**config.mk**
```make
export PLATFORM = sky130hd
export DESIGN_NAME = padlock_code_entry
export DESIGN_NICKNAME = d
export VERILOG_FILES = /design/src/rtl/padlock_pkg.sv /design/src/rtl/padlock_debounce.sv /design/src/rtl/padlock_code_entry.sv
export SDC_FILE = /design/constraint.sdc
export NUM_CORES = 1
export LEC_CHECK = 0
export ABC_AREA = 1
export BUFFER_PORTS_ARGS = -buffer_cell sky130_fd_sc_hd__buf_2
export CORE_MARGIN = 1
export CORE_UTILIZATION = 60
export CTS_CLUSTER_SIZE = 28
export DETAILED_ROUTE_END_ITERATION = 8
export PLACE_DENSITY = 0.89
export SETUP_SLACK_MARGIN = 0.02
export SLEW_MARGIN = 5
export SYNTH_ARGS = -nofsm -noshare
export SYNTH_HDL_FRONTEND = slang
export SYNTH_SLANG_ARGS = --single-unit
export TNS_END_PERCENT = 20
```
**constraint.sdc**
```tcl
create_clock -name clk -period 8.5 [get_ports clk]
set_clock_uncertainty 0.2 [all_clocks]
set_input_delay 1.275 -clock clk [delete_from_list [all_inputs] [get_ports clk]]
set_output_delay 1.275 -clock clk [all_outputs]
set_load 0.02 [all_outputs]
```
**src/rtl/padlock_pkg.sv**
```systemverilog
// rtl/padlock_pkg.sv - shared FSM encoding and digit width for the padlock code entry
package padlock_pkg;

   localparam int DIGIT_W = 4;

   localparam logic [1:0] ST_IDLE    = 2'd0;
   localparam logic [1:0] ST_ENTRY   = 2'd1;
   localparam logic [1:0] ST_GRANTED = 2'd2;
   localparam logic [1:0] ST_LOCKOUT = 2'd3;

endpackage

```
**src/rtl/padlock_debounce.sv**
```systemverilog
// rtl/padlock_debounce.sv - two-flop synchronizer followed by a stable-count debouncer
module padlock_debounce #(
   parameter int DEBOUNCE_CYCLES = 4
) (
   input  logic clk,
   input  logic reset,
   input  logic btn_i,
   output logic level_o
);

   localparam int CW = $clog2(DEBOUNCE_CYCLES + 1);
   localparam logic [CW-1:0] CNT_LAST = CW'(DEBOUNCE_CYCLES - 1);

   logic          sync1_q, sync2_q;
   logic          level_q, level_d;
   logic [CW-1:0] cnt_q, cnt_d;

   always_ff @(posedge clk or posedge reset) begin
      if (reset) begin
         sync1_q <= 1'b0;
         sync2_q <= 1'b0;
         level_q <= 1'b0;
         cnt_q   <= '0;
      end else begin
         sync1_q <= btn_i;
         sync2_q <= sync1_q;
         level_q <= level_d;
         cnt_q   <= cnt_d;
      end
   end

   // Any sample that agrees with the current level restarts the run.
   always_comb begin
      level_d = level_q;
      cnt_d   = '0;
      if (sync2_q != level_q) begin
         if (cnt_q == CNT_LAST) begin
            level_d = sync2_q;
         end else begin
            cnt_d = cnt_q + 1'b1;
         end
      end
   end

   assign level_o = level_q;

endmodule

```
**src/rtl/padlock_code_entry.sv**
```systemverilog
// rtl/padlock_code_entry.sv - keypad code entry with attempt evaluation, grant window and lockout
module padlock_code_entry
   import padlock_pkg::*;
#(
   parameter int CODE_LEN = 4,
   parameter logic [CODE_LEN*DIGIT_W-1:0] CODE = 16'h1963,
   parameter int DEBOUNCE_CYCLES = 4,
   parameter int ENTRY_TIMEOUT = 256,
   parameter int GRANT_CYCLES = 32,
   parameter int MAX_FAILS = 3,
   parameter int LOCKOUT_CYCLES = 1024
) (
   input  logic       clk,
   input  logic       reset,
   input  logic       but_0,
   input  logic       but_1,
   input  logic       but_2,
   input  logic       but_3,
   input  logic       but_4,
   input  logic       but_5,
   input  logic       but_6,
   input  logic       but_7,
   input  logic       but_8,
   input  logic       but_9,
   output logic       correct,
   output logic       lockout,
   output logic [2:0] digit_count,
   output logic [1:0] fail_count
);

   localparam int T_MAX = (LOCKOUT_CYCLES > GRANT_CYCLES)
                        ? ((LOCKOUT_CYCLES > ENTRY_TIMEOUT) ? LOCKOUT_CYCLES : ENTRY_TIMEOUT)
                        : ((GRANT_CYCLES > ENTRY_TIMEOUT) ? GRANT_CYCLES : ENTRY_TIMEOUT);
   localparam int TW = $clog2(T_MAX + 1);
   localparam logic [TW-1:0] ENTRY_LAST = TW'(ENTRY_TIMEOUT - 1);
   localparam logic [TW-1:0] GRANT_LAST = TW'(GRANT_CYCLES - 1);
   localparam logic [TW-1:0] LOCK_LAST  = TW'(LOCKOUT_CYCLES - 1);

   logic [9:0] buttons, level, level_prev_q, press_vec;
   logic [DIGIT_W-1:0] press_digit;
   logic [3:0] n_press;
   logic       any_press, bad_digit;

   logic [1:0]    state_q, state_d;
   logic [2:0]    digit_count_q, digit_count_d;
   logic [1:0]    fail_count_q, fail_count_d, fail_inc;
   logic [TW-1:0] timer_q, timer_d;
   logic          mismatch_q, mismatch_d;
   logic          eval_q, eval_d;

   function automatic logic [DIGIT_W-1:0] code_digit(input logic [2:0] idx);
      logic [CODE_LEN*DIGIT_W-1:0] sh;
      sh = CODE >> ((CODE_LEN - 1 - int'(idx)) * DIGIT_W);
      return sh[DIGIT_W-1:0];
   endfunction

   assign buttons = {but_9, but_8, but_7, but_6, but_5, but_4, but_3, but_2, but_1, but_0};

   for (genvar g = 0; g < 10; g++) begin : g_btn
      padlock_debounce #(.DEBOUNCE_CYCLES(DEBOUNCE_CYCLES)) u_deb (
         .clk    (clk),
         .reset  (reset),
         .btn_i  (buttons[g]),
         .level_o(level[g])
      );
   end

   // Edge detection on the debounced level means a held key yields exactly one press.
   assign press_vec = level & ~level_prev_q;

   always_comb begin
      press_digit = '0;
      n_press     = '0;
      for (int i = 9; i >= 0; i--) begin
         if (press_vec[i]) begin
            press_digit = DIGIT_W'(i);
            n_press     = n_press + 4'd1;
         end
      end
   end

   assign any_press = (n_press != 4'd0);
   assign bad_digit = (n_press > 4'd1);
   assign fail_inc  = (fail_count_q == 2'b11) ? 2'b11 : fail_count_q + 2'd1;

   always_comb begin
      state_d       = state_q;
      digit_count_d = digit_count_q;
      fail_count_d  = fail_count_q;
      timer_d       = timer_q;
      mismatch_d    = mismatch_q;
      eval_d        = 1'b0;
      case (state_q)
         ST_IDLE: begin
            timer_d = '0;
            if (any_press) begin
               state_d       = ST_ENTRY;
               digit_count_d = 3'd1;
               mismatch_d    = bad_digit || (press_digit != code_digit(3'd0));
               eval_d        = (CODE_LEN == 1);
            end
         end
         ST_ENTRY: begin
            if (eval_q) begin
               digit_count_d = '0;
               timer_d       = '0;
               if (!mismatch_q) begin
                  state_d      = ST_GRANTED;
                  fail_count_d = '0;
               end else begin
                  fail_count_d = fail_inc;
                  state_d      = (int'(fail_inc) >= MAX_FAILS) ? ST_LOCKOUT : ST_IDLE;
               end
            end else if (any_press) begin
               timer_d       = '0;
               digit_count_d = digit_count_q + 3'd1;
               mismatch_d    = mismatch_q || bad_digit || (press_digit != code_digit(digit_count_q));
               eval_d        = (int'(digit_count_q) + 1 == CODE_LEN);
            end else if (timer_q == ENTRY_LAST) begin
               state_d       = ST_IDLE;
               digit_count_d = '0;
            end else begin
               timer_d = timer_q + 1'b1;
            end
         end
         ST_GRANTED: begin
            timer_d = timer_q + 1'b1;
            if (timer_q == GRANT_LAST) begin
               state_d = ST_IDLE;
               timer_d = '0;
            end
         end
         default: begin
            timer_d = timer_q + 1'b1;
            if (timer_q == LOCK_LAST) begin
               state_d      = ST_IDLE;
               timer_d      = '0;
               fail_count_d = '0;
            end
         end
      endcase
   end

   always_ff @(posedge clk or posedge reset) begin
      if (reset) begin
         state_q       <= ST_IDLE;
         digit_count_q <= '0;
         fail_count_q  <= '0;
         timer_q       <= '0;
         mismatch_q    <= 1'b0;
         eval_q        <= 1'b0;
         level_prev_q  <= '0;
      end else begin
         state_q       <= state_d;
         digit_count_q <= digit_count_d;
         fail_count_q  <= fail_count_d;
         timer_q       <= timer_d;
         mismatch_q    <= mismatch_d;
         eval_q        <= eval_d;
         level_prev_q  <= level;
      end
   end

   assign correct     = (state_q == ST_GRANTED);
   assign lockout     = (state_q == ST_LOCKOUT);
   assign digit_count = digit_count_q;
   assign fail_count  = fail_count_q;

endmodule

```
# After elaboration in Yosys (flattened, before gate mapping)
# Cells that the tools add are included.
[classes]
magnitude_cmp = 2
n_bitwise = 3
shifts = 1
eq_ne = 39
reduce_logical = 23
add_sub_neg = 24
n_mux = 71
[op_table]
columns = ["operator", "n"]
rows = [
  ["4-bit two-way mux", 19],
  ["3-bit two-way mux", 24],
  ["11-bit two-way mux", 5],
  ["4-bit by 1-bit adder with 4-bit output (second input constant)", 9],
  ["3-bit by 1-bit adder with 3-bit output (second input constant)", 11],
  ["11-bit case mux with 3 select lines", 1],
  ["13-bit by 32-bit right shift with 4-bit output (first input constant)", 1],
  ["3-bit by 2-bit equality test with 1-bit output (second input constant)", 10],
  ["2-bit two-way mux", 11],
  ["2-bit AND reduction", 10],
  ["11-bit by 1-bit adder with 11-bit output (second input constant)", 1],
  ["11-bit by 10-bit equality test with 1-bit output (second input constant)", 1],
  ["11-bit by 5-bit equality test with 1-bit output (second input constant)", 1],
  ["11-bit by 8-bit equality test with 1-bit output (second input constant)", 1],
  ["10-bit AND", 1],
  ["1-bit != test", 10],
  ["10-bit inverter", 1],
  ["2-bit != test (second input constant)", 4],
  ["4-bit != test (second input constant)", 2],
  ["4-bit nonzero test", 2],
  ["1-bit two-way mux", 7],
  ["2-bit equality test (second input constant)", 3],
  ["3-bit != test (second input constant)", 2],
  ["2-bit case mux with 3 select lines", 1],
  ["other kinds (21)", 25],
]
[word_totals]
output_inout_bits = 7
regBits = 90
wordCells = 210
inputBits = 12

# Longest topological paths before layout
[logic_depth]
depth_word = 27
ltp_mapped = 39
ltp_nobuf = 39

# By module
# Synthesis repeated with hierarchy kept, for this count alone.
[unflattened]
cells_unflattened = 649
hier_area_um2 = 5052.3
[by_module_without_submodules]
columns = ["module", "area_each_um2", "seq_area_each_um2", "n_inst", "cells_each"]
rows = [
  ["padlock_code_entry", 2625.0, 750.7, 1, 389],
  ["padlock_debounce", 242.7, 150.1, 10, 26],
]

# Worst setup path after synthesis
# OpenSTA, ideal clock, no wires.
[synth_timing]
path_kind = "register -> register"
start = "register g_btn[8].u_deb.level_q"
end = "register timer_q[7]"
arrival_ps = 5396
required_time_ps = 8180
path_stages_with_launch = 38
synth_period_minus_slack_ps = 5716
setup_time_ps = 120
setup_slack_ps = 2784
path_buffers = 0
path_cell_list = "dfrtp_1 -> inv_1 -> nor2_1 -> inv_1 -> ha_1 -> inv_1 -> nand2_2 -> nand2_1 -> ha_1 -> nand2_1 -> nand2_1 -> ha_1 -> or2_1 -> nand2_1 -> inv_1 -> ha_1 -> nand2_1 -> nand2_1 -> [2 not listed] -> nand2_1 -> inv_1 -> ha_1 -> nand2_1 -> nand2_1 -> ha_1 -> or2_2 -> o21ai_1 -> inv_1 -> ha_1 -> nand2_1 -> o21ai_1 -> a21oi_2 -> nand4_1 -> nor2_2 -> nor2_2 -> nand3_1 -> nand2_1"
[synth_between]
elab_chain_len = 22
elab_cells_between_ends = 23
classes_between = "8 x add/sub; 1 x eq/ne; 12 x mux; 1 x bitwise; 1 x reduce/logical"
[synth_lines]
columns = ["element", "line_no", "text"]
rows = [
  ["from (decl)", "padlock_debounce.sv:15", "logic level_q, level_d;"],
  ["from (signal assigned)", "padlock_debounce.sv:27", "level_q <= level_d;"],
  ["10-bit AND *", "padlock_code_entry.sv:69", "assign press_vec = level & ~level_prev_q;"],
  ["4-bit two-way mux *", "padlock_code_entry.sv:75", "if (press_vec[i]) begin"],
  ["4-bit by 1-bit adder with 4-bit output", "padlock_code_entry.sv:77", "n_press = n_press + 4'd1;"],
  ["4-bit two-way mux *", "padlock_code_entry.sv:75", ""],
  ["4-bit by 1-bit adder with 4-bit output", "padlock_code_entry.sv:77", ""],
  ["4-bit two-way mux *", "padlock_code_entry.sv:75", ""],
  ["4-bit by 1-bit adder with 4-bit output", "padlock_code_entry.sv:77", ""],
  ["4-bit two-way mux *", "padlock_code_entry.sv:75", ""],
  ["[6 not listed]", "--", ""],
  ["4-bit by 1-bit adder with 4-bit output", "padlock_code_entry.sv:77", ""],
  ["4-bit two-way mux *", "padlock_code_entry.sv:75", ""],
  ["4-bit by 1-bit adder with 4-bit output", "padlock_code_entry.sv:77", ""],
  ["4-bit two-way mux *", "padlock_code_entry.sv:75", ""],
  ["4-bit nonzero test *", "padlock_code_entry.sv:82", "assign any_press = (n_press != 4'd0);"],
  ["11-bit two-way mux", "padlock_code_entry.sv:114", "end else if (any_press) begin"],
  ["11-bit two-way mux", "padlock_code_entry.sv:104", "if (eval_q) begin"],
  ["11-bit case mux with 3 select lines", "padlock_code_entry.sv:93", "case (state_q)"],
  ["to (signal assigned)", "padlock_code_entry.sv:157", "timer_q <= timer_d;"],
  ["to (decl)", "padlock_code_entry.sv:47", "logic [TW-1:0] timer_q, timer_d;"],
]
# Mark *: on every way between the ends. The rest lies on a longest branch, timed or not.
# A chain may end at the register's enable or synchronous reset.

# Worst setup path after layout
# Ends and elaborated chain as after synthesis.

==> results.yml <==
floorplanning:
  dieHeight_um: 90.0
  ioPinCount: 19
  die_w_um: 90.0
  row_count: 31
  die_area_um2: 8100
  initial_core_util_pct: 63.0
  core_um2: 7370
worst_setup_path:
  cp_slowest_cell: "dfrtp_1"
  path_class: "reg -> reg"
  slowest_delay_ns: 0.39
  critPathMaxFanout: 5
  regToRegStartpoint: "g_btn[8].u_deb.level_o$_DFFE_PP0P_"
  cp.arrival_ns: 6.28
  cp-start-kind: "flop"
  cpMostUsedCell: "nand2_1"
  startpoint: "g_btn[8].u_deb.level_o$_DFFE_PP0P_"
  critPathCaptureType: "flop"
  cp_data_required_time_ns: 8.55
power_and_ir_drop:
  leakage_nw: 2.69
  peakVddDrop_mv: 0.153
  powerDensity_nw_per_um2: 389
place:
  placedCellCount: 667
  port_buffers: 18
  dp_slack_ns: 2.30
  place.gp.congestion: 0.873
  dp_hpwl_um: 5710
logic_synthesis:
  ys_types: 32
  synth_top_area_share_pct: 48.5
  yosysWarningCount: 0
  synth_edf_count: 0
  syn-instance-count: 549
  syn_avg_cell_area_um2: 8.46
  ys_ff_latch: 90
  synth_most_common_cell: "nand2_1"
  yosys-top-cells-count: "nand2_1, dfrtp_1, inv_1"
  synthFlopType: "dfrtp_1"
  syn_area_um2: 4640
  synthArstFlopShare_pct: 100
  yosysSeqAreaShare_pct: 48.5
  synth_nets: 584
  yosys.area.top_type: "dfrtp_1"
  synth.area.top_cells: "dfrtp_1, nand2_1, inv_1"
status:
  status: "completed"
clock_tree:
  clk_latency_ns: 0.36
  clock_path_buffers: 2
  post_cts_buffers: 0
  cts_buffers: 9
  clk_pin_slew_ns: 0.08
  cts_resized: 0
  cts-root-buf: "clkbuf_8"
  cts_num_sinks: 90
  cts_max_level: 3
  cts_tree: "yes"
  cts_hold_buf: 0
finish:
  multi_input_area_um2: 2060
  drive_gt1_share_pct: 13.7
  syn_to_final_growth_pct: 9.46
  final_util_pct: 69.0
  antenna_cells: 0
  fin_nets: 614
  nFillCells: 571
  finalNonFillerCells: 683
  final-seq-area_um2: 2250
route:
  route.detailed.drc: 0
  dr.pass1.iters: 5
  wirelength_um: 8010
  drt_iter0_drc: 139
  ant_nets: 0
  routed_via_density: 5.19
  post_drt_wl_per_cell_um: 11.7
  via_count: 3546
sta:
  finalSetupViolations: 0
  relSlewSlack_pct: 28.7
  hold_ws_ns: 0.152
  period_needed_ns: 6.23
  fin_crit_sh_pct: 73.3
  rsz0062_at_grt: "no"
  tightest_slew_ns: 1.07
  setup_slack_ns: 2.27
  fin_setup_tns_ns: 0
  hold_viol: 0
  slew_violations: 0
  fmax_mhz: 161
global_route:
  grt_pass1_wl_um: 14800
  grt_pass1_vias: 3655
  antenna_found_initial: 0
  grt-ovfl-total: 0
  grt_util_all_layers_pct: 22.5
  grt_max_degree: 91
flow_run:
  cap_viol_max_count: 0
min_path:
  hold_path_startpoint: "g_btn[2].u_deb.sync1_q$_DFF_PP0_"
  hp-class: "reg -> reg"
## flip-flops by register name (all words and copies together), names as in the netlist
| signal | count |
|---|---|
| digit_count | 3 |
| g_btn.u_deb.sync1_q | 10 |
| g_btn.u_deb.cnt_q | 30 |
| eval_q | 1 |
| state_q | 2 |
| level_prev_q | 10 |
| mismatch_q | 1 |
| g_btn.u_deb.level_o | 10 |
| g_btn.u_deb.sync2_q | 10 |
| fail_count | 2 |
| timer_q | 11 |
## final timing paths
check	end	slack (ns)	depth (start not counted)
min in group asynchronous	g_btn[4].u_deb.sync1_q$_DFF_PP0_	1.05	3
max in group asynchronous	timer_q[10]$_DFFE_PP0P_	6.38	3
hold / removal	g_btn[2].u_deb.sync2_q$_DFF_PP0_	0.15	0
setup / recovery	timer_q[7]$_DFFE_PP0P_	2.27	37
hold reg to reg	g_btn[2].u_deb.sync2_q$_DFF_PP0_	0.15	0
setup reg to reg	timer_q[7]$_DFFE_PP0P_	2.27	37
## worst max-delay path, delay by kind of cell (launching register included)
kind                       cells  cell delay, ns
and+or+nand+nor               20            2.49
DFF                            1            0.39
adders and majority gates      8            2.22
buffers and inverters          6            0.43
AOI/OAI and AO/OA              3            0.41
## area by class of cell
| class | instances | area share, % |
|---|---|---|
| inverter | 89 | 6.60 |
| tap | 99 | 2.44 |
| multi-input combinational | 370 | 40.5 |
| clock buffer | 10 | 2.51 |
| timing repair buffer | 19 | 1.92 |
| sequential | 90 | 44.3 |
| clock inverter | 6 | 1.75 |
## routing by layer
layer	vias to the layer above	share of wire, %	global-route usage [%]
met5	-	0	0
met2	61	49	38.6
li1	1804	-	-
met3	20	3.2	5.16
met1	1661	46	26.9
met4	0	2.2	10.5
## cells in the final DEF, fill, tap and decap left out, types with 3 or more instances in the layout
| master | synthesis | layout |
|---|---|---|
| nand2_2 | 12 | 12 |
| o21ai_0 | 17 | 17 |
| xor2_1 | 10 | 10 |
| nor2_2 | 5 | 5 |
| inv_2 | 3 | 3 |
| inv_1 | 86 | 85 |
| nand3_2 | 15 | 15 |
| nor3_1 | 28 | 28 |
| nor2_4 | 3 | 3 |
| nor2_1 | 54 | 54 |
| o21ai_1 | 4 | 4 |
| nand2_1 | 116 | 116 |
| a21oi_1 | 7 | 7 |
| xnor2_1 | 11 | 11 |
| nand4_1 | 3 | 3 |
| clkbuf_8 | 0 | 9 |
| nand3_1 | 46 | 46 |
| dfrtp_1 | 90 | 90 |
| buf_2 | 0 | 18 |
| ha_1 | 23 | 23 |
## through the flow
stage               instance area, µm²  total power [mW]
floorplan                         4640              1.45
global placement                  4870              1.59
detailed placement                4870              1.65
CTS                               5080              1.98
global route                      5080              2.18
finish                            5080              1.98
## power by group
| part | switching [mW] | internal (mW) | leakage [nW] |
|---|---|---|---|
| sequential | 0.0747 | 0.531 | 1.15 |
| combinational | 0.684 | 0.371 | 1.44 |
| clock | 0.149 | 0.166 | 0.103 |
## cells by family after synthesis
family / synth area share (%)
compound gates: 4.07
xor+xnor: 3.96
fa+ha+maj: 6.20
buf+inv: 7.19
simple gates: 30.1
flops: 48.5
(Power assumes the default switching activity.)
